$ cat config.mk
export PLATFORM = sky130hd
export DESIGN_NAME = boot_rom_pipe
export DESIGN_NICKNAME = d
export VERILOG_FILES = /design/src/rtl/boot_rom_pipe.sv
export SDC_FILE = /design/constraint.sdc
export NUM_CORES = 1
export LEC_CHECK = 0
export ABC_AREA = 1
export CAP_MARGIN = 20
export CORE_ASPECT_RATIO = 0.75
export CORE_MARGIN = 10
export CORE_UTILIZATION = 42
export CTS_CLUSTER_SIZE = 40
export DETAILED_ROUTE_END_ITERATION = 6
export PLACE_DENSITY = 0.8
export SLEW_MARGIN = 20
export SYNTH_ARGS = -nofsm -noshare
export SYNTH_HDL_FRONTEND = slang
export SYNTH_SLANG_ARGS = --single-unit
$ cat constraint.sdc
create_clock -name clk_i -period 1.7 [get_ports clk_i]
set_input_delay 0.17 -clock clk_i [delete_from_list [all_inputs] [get_ports clk_i]]
set_output_delay 0.17 -clock clk_i [all_outputs]
set_load 0.02 [all_outputs]
$ cat src/rtl/boot_rom_pipe.sv
// rtl/boot_rom_pipe.sv - boot ROM that serves a jump stub to the strapped boot address over a req/gnt/rvalid port
module boot_rom_pipe #(
    parameter int          Depth       = 8,
    parameter int          AddrWidth   = 32,
    parameter int          Latency     = 1,
    parameter logic [31:0] DefaultBoot = 32'h1A00_0080
) (
    input  logic                 clk_i,
    input  logic                 rst_i,
    input  logic                 boot_sel_i,
    input  logic [31:0]          boot_addr_i,
    input  logic                 req_i,
    input  logic [AddrWidth-1:0] addr_i,
    output logic                 gnt_o,
    output logic                 rvalid_o,
    output logic [31:0]          rdata_o,
    output logic                 err_o
);

    localparam int IdxW = $clog2(Depth);
    localparam logic [AddrWidth-3:0] DepthA = (AddrWidth-2)'(Depth);

    initial begin
        assert (Latency >= 1 && Latency <= 4)
            else $fatal(1, "boot_rom_pipe: Latency must be within 1..4");
        assert (Depth >= 4)
            else $fatal(1, "boot_rom_pipe: Depth must be at least 4");
    end

    logic [31:0]     tgt_q, tgt_d;
    logic [19:0]     hi;
    logic [11:0]     lo;
    logic [31:0]     word;

    logic [Latency-1:0] vld_q;
    logic [Latency-1:0] err_q;
    logic [IdxW-1:0]    idx_q [Latency];

    logic            req_err;
    logic [IdxW-1:0] req_idx;
    logic            out_vld;
    logic            out_err;
    logic [IdxW-1:0] out_idx;

    // Strap is sampled on every reset cycle and then frozen until the next reset.
    always_comb begin
        tgt_d = tgt_q;
        if (rst_i) begin
            tgt_d = boot_sel_i ? boot_addr_i : DefaultBoot;
        end
    end

    always_ff @(posedge clk_i) begin
        tgt_q <= tgt_d;
    end

    assign gnt_o   = req_i & ~rst_i;
    assign req_err = (addr_i[1:0] != 2'b00) | (addr_i[AddrWidth-1:2] >= DepthA);
    assign req_idx = addr_i[IdxW+1:2];

    always_ff @(posedge clk_i) begin
        if (rst_i) begin
            vld_q <= '0;
            err_q <= '0;
            for (int i = 0; i < Latency; i++) begin
                idx_q[i] <= '0;
            end
        end else begin
            vld_q[0] <= gnt_o;
            err_q[0] <= req_err;
            idx_q[0] <= req_idx;
            for (int i = 1; i < Latency; i++) begin
                vld_q[i] <= vld_q[i-1];
                err_q[i] <= err_q[i-1];
                idx_q[i] <= idx_q[i-1];
            end
        end
    end

    // lui loads hi while jalr sign-extends lo, so hi is pre-incremented when lo[11] is set.
    always_comb begin
        hi = tgt_q[31:12] + 20'(tgt_q[11]);
        lo = tgt_q[11:0];
    end

    assign out_vld = vld_q[Latency-1];
    assign out_err = err_q[Latency-1];
    assign out_idx = idx_q[Latency-1];

    always_comb begin
        word = 32'h0000_0000;
        case (out_idx)
            IdxW'(0): word = 32'h0000_0013;
            IdxW'(1): word = {hi, 5'd1, 7'b0110111};
            IdxW'(2): word = {lo, 5'd1, 3'b000, 5'd0, 7'b1100111};
            IdxW'(3): word = 32'h0000_006F;
            default:  word = 32'h0000_0000;
        endcase
    end

    // A response still in the pipe when reset arrives is dropped, not delivered.
    always_comb begin
        rvalid_o = out_vld & ~rst_i;
        err_o    = rvalid_o & out_err;
        rdata_o  = (rvalid_o & ~out_err) ? word : 32'h0000_0000;
    end

endmodule

==> run_results.csv <==
group,metric,value,unit
yosys,yosysTopAreaCell,"edfxtp_1",
grt,grt_pass1_wl,11.7,mm
sta,rsz0062_at_grt,"true",
outcome,violations,"setup timing",
clock_tree,cts_tree,"yes",
layout,fin_nets,537,
yosys,yosysUniqueCellTypes,28,
pwr,p_comb_frac,0.222,
routing,wl_per_cell,14.0,um
clock_tree,cts_made_buffers,5,
layout,diodes,0,
yosys,synth.area.top_cells,"edfxtp_1, nand2_1, inv_1, nor2_1, nand3_1",
placement,gp_congestion,0.907,
pwr,p_switching,0.593,mW
sta,layout_setup_ws,-359,ps
routing,drtIter0Drc,94,
pwr,p_int,1.79,mW
sta,hold_viol,0,
critical_path,worstPathMaxFanout,4,
grt,antenna_found_initial,0,
floorplan,io_pins,103,
layout,area_growth_syn_to_layout,70.9,%
sta,finalCriticalPeriod,2060,ps
routing,vias,2515,
pwr,p_total,2.38,mW
yosys,syn_area,2330,um2
clock_tree,h-tree-depth,2,
layout,final_common_cell,"nand2_1",
outcome,outcome,"finished with violations",
routing,drt_wl_total,7.60,mm
sta,finalSetupViolCount,18,
clock_tree,root_buffer,"clkbuf_8",
floorplan,rows,23,
pwr,irDropWorstVdd,0.571,mV
critical_path,cp_cell_sequence,"ha_2, nand2_2, nor2_4, nand3_2, o21bai_1, nand3_1, a21oi_2, buf_6",
pwr,seq_power_share,0.469,
sta,period_share,1.21,
pwr,power_density,597,nW/um2
floorplan,dieArea,8970,um2
floorplan,die_w,106,um
layout,post-route-util,0.745,
yosys,synth-seq-cells,37,
grt,track_usage,0.161,
clock_tree,clk_path_buf_depth,2,
routing,drtPass1Iterations,5,
critical_path,cp_slowest_cell,"edfxtp_1",
floorplan,die_h,84.6,um
clock_tree,clkSlewWorstSetupHoldPaths,70,ps
critical_path,start_kind,"flop",
sta,fmax,486,MHz
yosys,synth.avg_cell_area,7.30,um2
placement,dp_hpwl,5.71,mm
yosys,yosys_warnings,0,
grt,globalRouteOverflowTotal,0,
placement,portBuffers,98,
critical_path,max_stage_delay,420,ps
floorplan,start_util,0.436,
hold_path,min_path_type,"input pin to flop",
yosys,synth_top_area_frac,0.412,
clock_tree,postCtsHoldBufs,0,
routing,viasPerCell,4.63,
pwr,swShare,0.249,
flow_run,cap_violations,0,
layout,drive_gt1_frac,0.293,
grt,grt_max_degree,39,
critical_path,cp.required,1530,ps
critical_path,crit_arrival,1890,ps
routing,drcViolationCount,0,
grt,grt_pass1_vias,2478,
yosys,yosysSeqAreaShare,0.454,
sta,drv_slew,0,
yosys,synth_cells,320,
clock_tree,cts_sinks,37,
pwr,p_clk_frac,0.309,
critical_path,cp-end-kind,"output port",
critical_path,crit_type,"flop to output port",
floorplan,core_region_area,5350,um2
routing,ant_nets,0,
pwr,leakage,1.88,nW
layout,mostFrequentLayoutCells,"nand2_1, clkdlybuf4s50_1, inv_1, buf_4, nor2_1",
## power by group through the flow
| stage | clock, mW | combinational, mW | sequential (mW) |
|---|---|---|---|
| 2_1_floorplan | 0 | 0.182 | 1.12 |
| 3_3_place_gp | 0 | 0.462 | 1.13 |
| 3_5_place_dp | 0 | 0.472 | 1.13 |
| 4_1_cts | 0.747 | 0.497 | 1.11 |
| 5_1_grt | 0.780 | 0.578 | 1.12 |
| 6_report | 0.736 | 0.529 | 1.12 |
## metrics by stage
| stage | setup TNS [ps] | std cells | instance area [um2] | setup WS (ps) | hold slack, ps |
|---|---|---|---|---|---|
| 5_1_grt | -5980 | 543 | 3990 | -442 | 403 |
| 2_1_floorplan | 0 | 323 | 2350 | 21.3 | 241 |
| 3_3_place_gp | -9920 | 525 | 3660 | -405 | 699 |
| 4_1_cts | -3140 | 540 | 3860 | -252 | 381 |
| 6_report | -4400 | 543 | 3990 | -359 | 386 |
| 3_5_place_dp | -11490 | 525 | 3660 | -526 | 699 |
## Yosys cell counts
master and number:
a21oi_1 17, a21oi_2 1, a41oi_1 1, buf_2 2, buf_4 7, clkbuf_1 3
clkinv_1 1, conb_1 1, dfxtp_1 5, edfxtp_1 32, ha_1 2, inv_1 58
inv_2 4, nand2_1 85, nand2_2 4, nand2_4 1, nand3_1 22, nand4_1 4
nor2_1 50, nor2_2 4, nor2_4 2, nor2_8 1, nor3_1 2, nor3_2 1
o21ai_0 1, o21ai_1 3, o21bai_1 5, xnor2_1 1
## registers in the layout (all words and copies together), names as in the netlist
signal / flops
tgt_q: 32
out_vld: 1
err_q: 1
idx_q: 3
## kinds of logic (layout without fill, tap and decap cells)
| group | count (synthesis) | in the layout | share of synthesized area |
|---|---|---|---|
| AOI/OAI and AO/OA | 28 | 28 | 0.0686 |
| xor gates and xnor gates | 1 | 1 | 0.00375 |
| adders and majority gates | 2 | 2 | 0.0107 |
| buffers and inverters | 75 | 220 | 0.133 |
| DFF | 37 | 37 | 0.454 |
| other | 1 | 4 | 0.00161 |
| and+or+nand+nor | 176 | 176 | 0.328 |
## worst paths after layout
| kind | startpoint | end | slack, ps | cells after the start |
|---|---|---|---|---|
| min | addr_i[4] | idx_q[0][2]$_SDFF_PP0_ | 390 | 3 |
| max | tgt_q[12]$_SDFFCE_PN0P_ | rdata_o[30] | -360 | 8 |
## worst max-delay path, delay by kind of cell, from the launching register on
family	cells	cell delay [ps]
buf+inv	1	140
simple gates	4	510
fa+ha+maj	1	230
compound gates	2	300
flops	1	420
## layer usage
metal	wire length, um	GRT usage	vias up
met5	0	0	-
met4	235	0.0859	0
met2	3960	0.277	77
met3	442	0.0511	23
met1	2960	0.173	1134
li1	-	-	1281
## final cells by class
class	instances	area (um2)
inverter	63	236
clock inverter	2	33.8
timing repair buffer	149	1330
tap	75	93.8
clock buffer	6	72.6
sequential	37	1060
fill	392	1360
multi-input combinational	211	1160
## what timing repair did
action | CTS | global route
buffers inserted | 7 | 3
resized for setup | 156 | 36
pin swaps | 9 | 12
setup endpoints to repair | 30 | 24
hold endpoints to repair | 0 | 0
Power figures use the tool's default switching activity.
